[config.mk]
export PLATFORM = sky130hd
export DESIGN_NAME = fishing_game_ctrl
export DESIGN_NICKNAME = d
export VERILOG_FILES = /design/src/rtl/fishing_game_ctrl.sv
export SDC_FILE = /design/constraint.sdc
export NUM_CORES = 1
export LEC_CHECK = 0
export ABC_AREA = 1
export BUFFER_PORTS_ARGS = -buffer_cell sky130_fd_sc_hd__buf_4
export CELL_PAD_IN_SITES_DETAIL_PLACEMENT = 0
export CELL_PAD_IN_SITES_GLOBAL_PLACEMENT = 1
export CORE_ASPECT_RATIO = 0.5
export CORE_MARGIN = 8
export CORE_UTILIZATION = 48
export DETAILED_ROUTE_END_ITERATION = 10
export PLACE_DENSITY_LB_ADDON = 0.1
export SYNTH_ARGS = -nofsm -noshare
export SYNTH_HDL_FRONTEND = slang
export SYNTH_SLANG_ARGS = --single-unit
[constraint.sdc]
create_clock -name clk -period 2.1 [get_ports clk]
set_input_delay 0.42 -clock clk [delete_from_list [all_inputs] [get_ports clk]]
set_output_delay 0.42 -clock clk [all_outputs]
set_load 0.02 [all_outputs]
[src/rtl/fishing_game_ctrl.sv]
// Fishing game state controller: button conditioning, LFSR bite delay, tick timing and
// the start/wait/bite/win/lose sequencer feeding the VGA scene renderer.
//
// state   | meaning
// S_START | title screen, waiting for a cast
// S_WAIT  | line cast, counting down the random bite delay
// S_BITE  | fish on the line, catch window running
// S_WIN   | caught, result screen held
// S_LOSE  | reeled early or window missed, result screen held
module fishing_game_ctrl #(
  parameter int          DEBOUNCE_CYCLES    = 250000,
  parameter int          TICK_CYCLES        = 250000,
  parameter int          BITE_MIN_TICKS     = 100,
  parameter int          BITE_RANGE_LOG2    = 8,
  parameter int          CATCH_WINDOW_TICKS = 50,
  parameter int          RESULT_TICKS       = 300,
  parameter logic [15:0] LFSR_SEED          = 16'hACE1
) (
  input  logic       clk,
  input  logic       reset,
  input  logic       btn_cast,
  input  logic       btn_reel,
  output logic [1:0] game_state,
  output logic       rod_pos,
  output logic       bite,
  output logic [7:0] score
);

  localparam int DW = $clog2(DEBOUNCE_CYCLES + 1);
  localparam int TW = $clog2(TICK_CYCLES + 1);
  localparam logic [7:0] RANGE_MASK = 8'((1 << BITE_RANGE_LOG2) - 1);

  localparam logic [2:0] S_START = 3'd0;
  localparam logic [2:0] S_WAIT  = 3'd1;
  localparam logic [2:0] S_BITE  = 3'd2;
  localparam logic [2:0] S_WIN   = 3'd3;
  localparam logic [2:0] S_LOSE  = 3'd4;

  logic [1:0]    raw, sync1, sync2, deb, deb_q, press;
  logic [DW-1:0] db_cnt [2];
  logic          cast_p, reel_p;

  assign raw    = {btn_reel, btn_cast};
  assign cast_p = press[0];
  assign reel_p = press[1];

  // Index 0 is cast, index 1 is reel; press is a registered rising edge of the debounced level.
  always_ff @(posedge clk or negedge reset) begin
    if (!reset) begin
      sync1     <= '0;
      sync2     <= '0;
      deb       <= '0;
      deb_q     <= '0;
      press     <= '0;
      db_cnt[0] <= '0;
      db_cnt[1] <= '0;
    end else begin
      sync1 <= raw;
      sync2 <= sync1;
      deb_q <= deb;
      press <= deb & ~deb_q;
      for (int i = 0; i < 2; i++) begin
        if (sync2[i] == deb[i]) begin
          db_cnt[i] <= '0;
        end else if (db_cnt[i] == DW'(DEBOUNCE_CYCLES - 1)) begin
          db_cnt[i] <= '0;
          deb[i]    <= sync2[i];
        end else begin
          db_cnt[i] <= db_cnt[i] + DW'(1);
        end
      end
    end
  end

  logic [15:0] lfsr;

  always_ff @(posedge clk or negedge reset) begin
    if (!reset) lfsr <= LFSR_SEED;
    else if (lfsr[0]) lfsr <= {1'b0, lfsr[15:1]} ^ 16'hB400;
    else lfsr <= {1'b0, lfsr[15:1]};
  end

  logic [2:0]    state, state_next;
  logic [TW-1:0] tick_cnt;
  logic [15:0]   elapsed, bite_delay;
  logic          tick, st_chg;
  logic [1:0]    gs_next;

  assign tick   = (tick_cnt == TW'(TICK_CYCLES - 1));
  assign st_chg = (state_next != state);

  always_comb begin
    state_next = state;
    case (state)
      S_START: if (cast_p) state_next = S_WAIT;
      S_WAIT: begin
        if (reel_p) state_next = S_LOSE;
        else if (elapsed == bite_delay) state_next = S_BITE;
      end
      S_BITE: begin
        if (reel_p) state_next = S_WIN;
        else if (elapsed == 16'(CATCH_WINDOW_TICKS)) state_next = S_LOSE;
      end
      S_WIN, S_LOSE: begin
        if (cast_p || elapsed == 16'(RESULT_TICKS)) state_next = S_START;
      end
      default: state_next = S_START;
    endcase
  end

  always_comb begin
    gs_next = 2'b00;
    case (state_next)
      S_WAIT, S_BITE: gs_next = 2'b01;
      S_WIN:          gs_next = 2'b10;
      S_LOSE:         gs_next = 2'b11;
      default:        gs_next = 2'b00;
    endcase
  end

  // Timers restart on every state change so each state measures from its own entry edge.
  always_ff @(posedge clk or negedge reset) begin
    if (!reset) begin
      state      <= S_START;
      tick_cnt   <= '0;
      elapsed    <= '0;
      bite_delay <= '0;
      game_state <= 2'b00;
      rod_pos    <= 1'b0;
      bite       <= 1'b0;
      score      <= 8'd0;
    end else begin
      state <= state_next;
      if (st_chg) begin
        tick_cnt <= '0;
        elapsed  <= '0;
      end else if (tick) begin
        tick_cnt <= '0;
        elapsed  <= elapsed + 16'd1;
      end else begin
        tick_cnt <= tick_cnt + TW'(1);
      end
      if (state == S_START && cast_p)
        bite_delay <= 16'(BITE_MIN_TICKS) + {8'h00, lfsr[7:0] & RANGE_MASK};
      game_state <= gs_next;
      rod_pos    <= (state_next == S_BITE);
      bite       <= (state_next == S_BITE);
      if (state == S_BITE && state_next == S_WIN && score != 8'hFF)
        score <= score + 8'd1;
    end
  end

endmodule

==> results_dict.tcl, run 1 <==
set metrics [dict create \
    outcome "finished clean" \
    cp_max_fo 15 \
    multi_input_comb_area_um2 2440 \
    ys_warn_count 0 \
    synth_flop_cell "dfrtp_1" \
    worst_path_most_repeated_cell "nor2_2" \
    clock-root-buffer "clkbuf_16" \
    synthTopCellsByArea "dfrtp_1, nand2_1, nor2_1" \
    firstDrtPassIters 4 \
    antenna_found_initial 0 \
    grt_pass1_vias 4370 \
    period_needed_ps 1930 \
    cts_setup_buffers 0 \
    vias_per_cell 4.82 \
    cts.path.max_buffers 2 \
    die_h_um 93.5 \
    cts.sinks 119 \
    worstPathArrival_ps 2270 \
    syn2layout_area_growth_pct 19.7 \
    syn-mean-instance-area_um2 8.69 \
    grt_use_total_pct 15.9 \
    hpwl_mm 8.13 \
    clock.fmax_ghz 0.518 \
    layout_common_cells "nand2_1, dfrtp_1, nor2_1" \
    clk_latency_ps 410 \
    synth_top_area_share_pct 48.2 \
    ys_types 39 \
    nets 720 \
    start_util_pct 49.0 \
    synth_area_um2 5770 \
    grt_pass1_wl_mm 20.4 \
    fin_crit_sh_pct 92.0 \
    start_kind "flop" \
    die_w_um 171 \
    diodes 0 \
    dieArea_um2 16000 \
    synth_edf_count 0 \
    tightest_slew_ps 601 \
    fin_worst_skew_ps 8.88 \
    core_area_um2 11800 \
    io_buffers 15 \
    grt_start_max_net_pins 40 \
    maxSlewViolCount 0 \
    critPathRequiredTime_ps 2440 \
    synth_nets 676 \
    fill_cells 1062 \
    crit_type "reg2reg" \
    synth_top_cell_by_area "dfrtp_1" \
    syn_inst 664 \
    cts_made_buffers 17 \
    ys_seq_elements 119 \
    setup_viol 0 \
    drtIter0Drc 209 \
    seq_area_um2 2990 \
    hp-class "in2reg" \
    endpoint_kind "flop" \
    tritoncts "yes" \
    rows 28 \
    final_antenna_net_count 0 \
    wl_mm 11.4 \
    wire_per_inst_um 12.9 \
    path_delay_family "simple AND/OR/NAND/NOR gates" \
    crit_buf_inv 3 \
    final_cells 886 \
    num_vias 4271 \
    vdd_ir_drop_max_mv 0.524 \
    hold-worst-slack_ps 114 \
    drc 0 \
    hold_viol_final 0 \
    max_stage_delay_ps 420 \
    slew_headroom_pct 59.7 \
    layout-drive-gt1-share_pct 15.8 \
    slowest_stage "dfrtp_1" \
    path_cells "inv_2 > ha_1 > inv_1 > nor2_1 > nand2_1 > nor2_2 > nand2_2 > nand3_4 > nand2_1 > nor2_2 > nand3b_1 > nand2_2 > nand2_4 > buf_12 > nor2_2" \
    p_leak_nw 3.26 \
    yosysSeqAreaShare_pct 51.8 \
    maxCapViolations 0 \
    mostFrequentLayoutCell "nand2_1" \
    async_reset_ff_share_pct 100 \
    htree_levels 4 \
    ios 16 \
    p_per_area_nw_per_um2 819 \
    place.gp.congestion 0.857 \
    clk_pin_slew_ps 50 \
    dp.cells 853 \
    grt-ovfl-total 0 \
]
[synthesized netlist by cell type, types with 2 or more instances]
cell / instances
nand2_2: 5
nand3_1: 44
buf_6: 2
nor3_1: 13
a31oi_1: 4
nor2_1: 111
xnor2_1: 12
nor2_2: 7
nor3_2: 4
mux2_2: 2
dfrtp_1: 111
inv_2: 6
nor3b_1: 2
nand2_1: 116
nand3_2: 3
ha_1: 8
buf_4: 2
nand3b_1: 3
or2_2: 4
nor4_2: 3
nand4_1: 20
inv_1: 79
a21oi_1: 15
o21bai_1: 2
dfstp_2: 8
clkbuf_1: 2
xor2_1: 39
o21ai_1: 3
nor4_1: 6
o21ai_0: 19
[metal layers]
| layer | GRT usage (%) | vias to the layer above | part of all wire (%) |
|---|---|---|---|
| met5 | 0 | - | 0 |
| met4 | 6.69 | 0 | 1.1 |
| met3 | 3.83 | 11 | 2.5 |
| met2 | 25.9 | 40 | 46 |
| met1 | 20.3 | 1996 | 50 |
| li1 | - | 2224 | - |
[final timing paths]
kind | from | endpoint | slack, ps | cells after the start
hold reg to reg | lfsr[9] | lfsr[8] | 350 | 0
hold / removal | btn_reel | sync1[1] | 110 | 1
min in group asynchronous | reset | db_cnt[8] | 510 | 2
max in group asynchronous | reset | lfsr[0] | 910 | 3
setup reg to reg | elapsed[1] | elapsed[10] | 170 | 15
setup / recovery | elapsed[1] | elapsed[10] | 170 | 15
[cell type report]
type                       instances  area share, %
clock buffer                      20           6.76
inverter                          85           4.62
clock inverter                    12           2.85
tap                              165           2.99
sequential                       119           43.3
multi-input combinational        453           35.4
timing repair buffer              32           4.11
[registers in the layout (all words and copies together), names as in the netlist]
signal,count
deb_q,2
db_cnt,36
sync1,2
score,8
lfsr,16
state,3
elapsed,16
bite,1
bite_delay,9
tick_cnt,18
game_state,2
press,2
deb,2
sync2,2
[where the power goes]
part | switching, W | internal, W | total [W]
logic | 0.0000685 | 0.0000283 | 0.0000968
registers | 0.00000884 | 0.00231 | 0.00232
clock network | 0.00105 | 0.00220 | 0.00324
total | 0.00112 | 0.00453 | 0.00566
[what timing repair did]
action	4_1_cts	5_1_grt
endpoints found under the hold margin	30	0
setup endpoints to repair	0	31
resized for setup	0	14
hold buffers	1	0
[metrics by stage]
stage	setup slack [ps]	utilization [%]	cell area [um2]	power, W	setup TNS (ps)
2_1_floorplan	341	-	5770	0.00238	0
3_3_place_gp	176	52.5	6180	0.00246	0
3_5_place_dp	144	52.5	6180	0.00246	0
4_1_cts	94.7	58.2	6860	0.00573	0
5_1_grt	-25.6	58.7	6900	0.00584	-112
6_report	169	58.7	6900	0.00566	0
[cell families after synthesis]
group	synth area share (%)
adders and majority gates	1.74
AOI/OAI and AO/OA	4.73
and+or+nand+nor	27.2
xor gates and xnor gates	7.74
DFF	51.8
muxes	0.390
buffers and inverters	6.40
Power figures use the tool's default switching activity.
==> inputs of run 2 (changes only) <==
BUFFER_PORTS_ARGS = -buffer_cell sky130_fd_sc_hd__buf_2   (was -buffer_cell sky130_fd_sc_hd__buf_4)
SETUP_SLACK_MARGIN = 0.05   (was unset)
==> run 2 against run 1 <==
  * Register-to-register slack about the same
  * Clock power increased by 2%
  * Die area stayed put
  * Non-clock buffer count grew 6
  * Sequential share of layout area shrank 0.15 points
  * Fmax shrank 0.37%
  * Clock-buffer cell count did not move
  * First-iteration DRC count is 30% higher
  * Highest routed layer unchanged
  * Sequential power about the same
  * Flip-flop and latch count did not move
  * Routed wire length increased by 1.8%
  * Critical endpoint is now elapsed[0]
  * Global-route usage is 0.45 points lower
==> results_dict.tcl, run 2 (synthesis gave the netlist of run 1 again) <==
set metrics [dict create \
    setup_viol 0 \
    core_area_um2 11800 \
    wl_mm 11.7 \
    fill_cells 1075 \
    setup_ws_ps 162 \
    critPathRequiredTime_ps 2380 \
    p_per_area_nw_per_um2 822 \
    fin_worst_skew_ps 8.38 \
    p_sw_share_pct 19.4 \
    start_kind "flop" \
    layout_common_cells "nand2_1, dfrtp_1, nor2_1" \
    multi_input_comb_area_um2 2450 \
    die_w_um 171 \
    num_vias 4379 \
    final_cells 892 \
    pre_cts_slack_ps 125 \
    crit_buf_inv 3 \
    hp-class "in2async" \
    ios 16 \
    maxCapViolations 0 \
    drc 0 \
    max_stage_delay_ps 410 \
    p_seq_share_pct 40.7 \
    worstPathArrival_ps 2220 \
    crit_type "reg2reg" \
    place.gp.congestion 0.893 \
    final_antenna_net_count 0 \
    clock.fmax_ghz 0.516 \
    grt_start_max_net_pins 64 \
    p_leak_nw 3.28 \
    layout-drive-gt1-share_pct 16.9 \
    io_buffers 15 \
    slew_headroom_pct 62.6 \
    vdd_ir_drop_max_mv 0.560 \
    start_util_pct 49.0 \
    final_cell_area_um2 6930 \
    clk_latency_ps 400 \
    antenna_found_initial 0 \
    cts.path.max_buffers 2 \
    drtIter0Drc 272 \
    post-route-util_pct 58.9 \
    maxSlewViolCount 0 \
    fin_crit_sh_pct 92.3 \
    period_needed_ps 1940 \
    clock-root-buffer "clkbuf_16" \
    grt_use_total_pct 15.5 \
    dieArea_um2 16000 \
    hold_viol_final 0 \
    path_cells "buf_4 > buf_4 > xnor2_1 > nand3b_1 > nor2_2 > nand2_1 > a21boi_0 > nand2_2 > nand2_4 > buf_12 > nor2_1" \
    clk_pin_slew_ps 60 \
    cts_made_buffers 17 \
    die_h_um 93.5 \
    intPower_w 0.00459 \
    grt_pass1_wl_mm 20.0 \
    syn2layout_area_growth_pct 20.2 \
    tritoncts "yes" \
    firstDrtPassIters 4 \
    mostFrequentLayoutCell "nand2_1" \
    path_delay_family "simple AND/OR/NAND/NOR gates" \
    dpl-instance-area_um2 6150 \
    largest_reg_flops 36 \
    p_comb_share_pct 1.7 \
    hpwl_mm 7.96 \
    diodes 0 \
    endpoint_kind "flop" \
    wire_per_inst_um 13.1 \
    rows 28 \
    nets 726 \
    grt-ovfl-total 0 \
    cp_max_fo 17 \
    seq_area_um2 2990 \
    power_switching_w 0.00111 \
    worst_path_most_repeated_cell "buf_4" \
    reg_top3 "db_cnt x36, tick_cnt x18" \
    p_clk_share_pct 57.7 \
    tns_ps 0 \
    vias_per_cell 4.91 \
    slowest_stage "dfrtp_1" \
    rsz0062_at_grt "yes" \
    grt_pass1_vias 4321 \
    cts.sinks 119 \
    tightest_slew_ps 557 \
    dp.cells 852 \
    top_register "db_cnt" \
    htree_levels 4 \
    outcome "finished clean" \
]
## run 2: cell count changes in the layout (fill, tap and decap cells not counted), sizes merged
cell         change
clkinv           -1
bufinv           +1
buf              +7
inv              -1
dlygate4sd3      -1
clkinvlp         +1
## run 2: stage by stage
step           hold WS [ps]  power, W
2_1_floorplan           124   0.00238
3_3_place_gp            339   0.00245
3_5_place_dp            342   0.00246
4_1_cts                28.6   0.00576
5_1_grt                34.5   0.00589
6_report               11.6   0.00570
## run 2: timing repair
action                                  CTS  global route
hold buffers                              0             0
resized for setup                         0            15
setup buffers                             0             8
endpoints found under the setup margin    0            32
## run 2: per-layer routing
metal | up-vias | GRT usage [%] | wire, um
met5 | - | 0 | 0
met4 | 0 | 6.11 | 153
met3 | 18 | 3.83 | 273
met2 | 52 | 25.2 | 5510
met1 | 2086 | 19.7 | 5720
li1 | 2223 | - | -
## run 2: power by group through the flow
stage	clock [W]	combinational (W)	sequential (W)
global route	0.00346	0.000115	0.00232
global placement	0	0.0000980	0.00236
detailed placement	0	0.0000993	0.00236
finish	0.00329	0.0000947	0.00232
CTS	0.00335	0.0000997	0.00232
floorplan	0	0.0000283	0.00236
## run 2: final timing paths
kind	start	end	slack, ps	cells past startpoint
max	elapsed[0]	elapsed[0]	160	11
min	reset	db_cnt[11]	10	2
max reg2reg	elapsed[0]	elapsed[0]	160	11
min reg2reg	lfsr[8]	lfsr[7]	350	0
max in group asynchronous	reset	lfsr[7]	1750	2
min in group clk	btn_reel	sync1[1]	130	1
## run 2: layout make-up
| class | instances | area share (%) |
|---|---|---|
| Clock buffer | 20 | 6.45 |
| Multi-Input combinational cell | 453 | 35.4 |
| Clock inverter | 12 | 3.23 |
| Timing Repair Buffer | 38 | 4.21 |
| Tap cell | 165 | 2.98 |
| Inverter | 85 | 4.60 |
| Sequential cell | 119 | 43.1 |
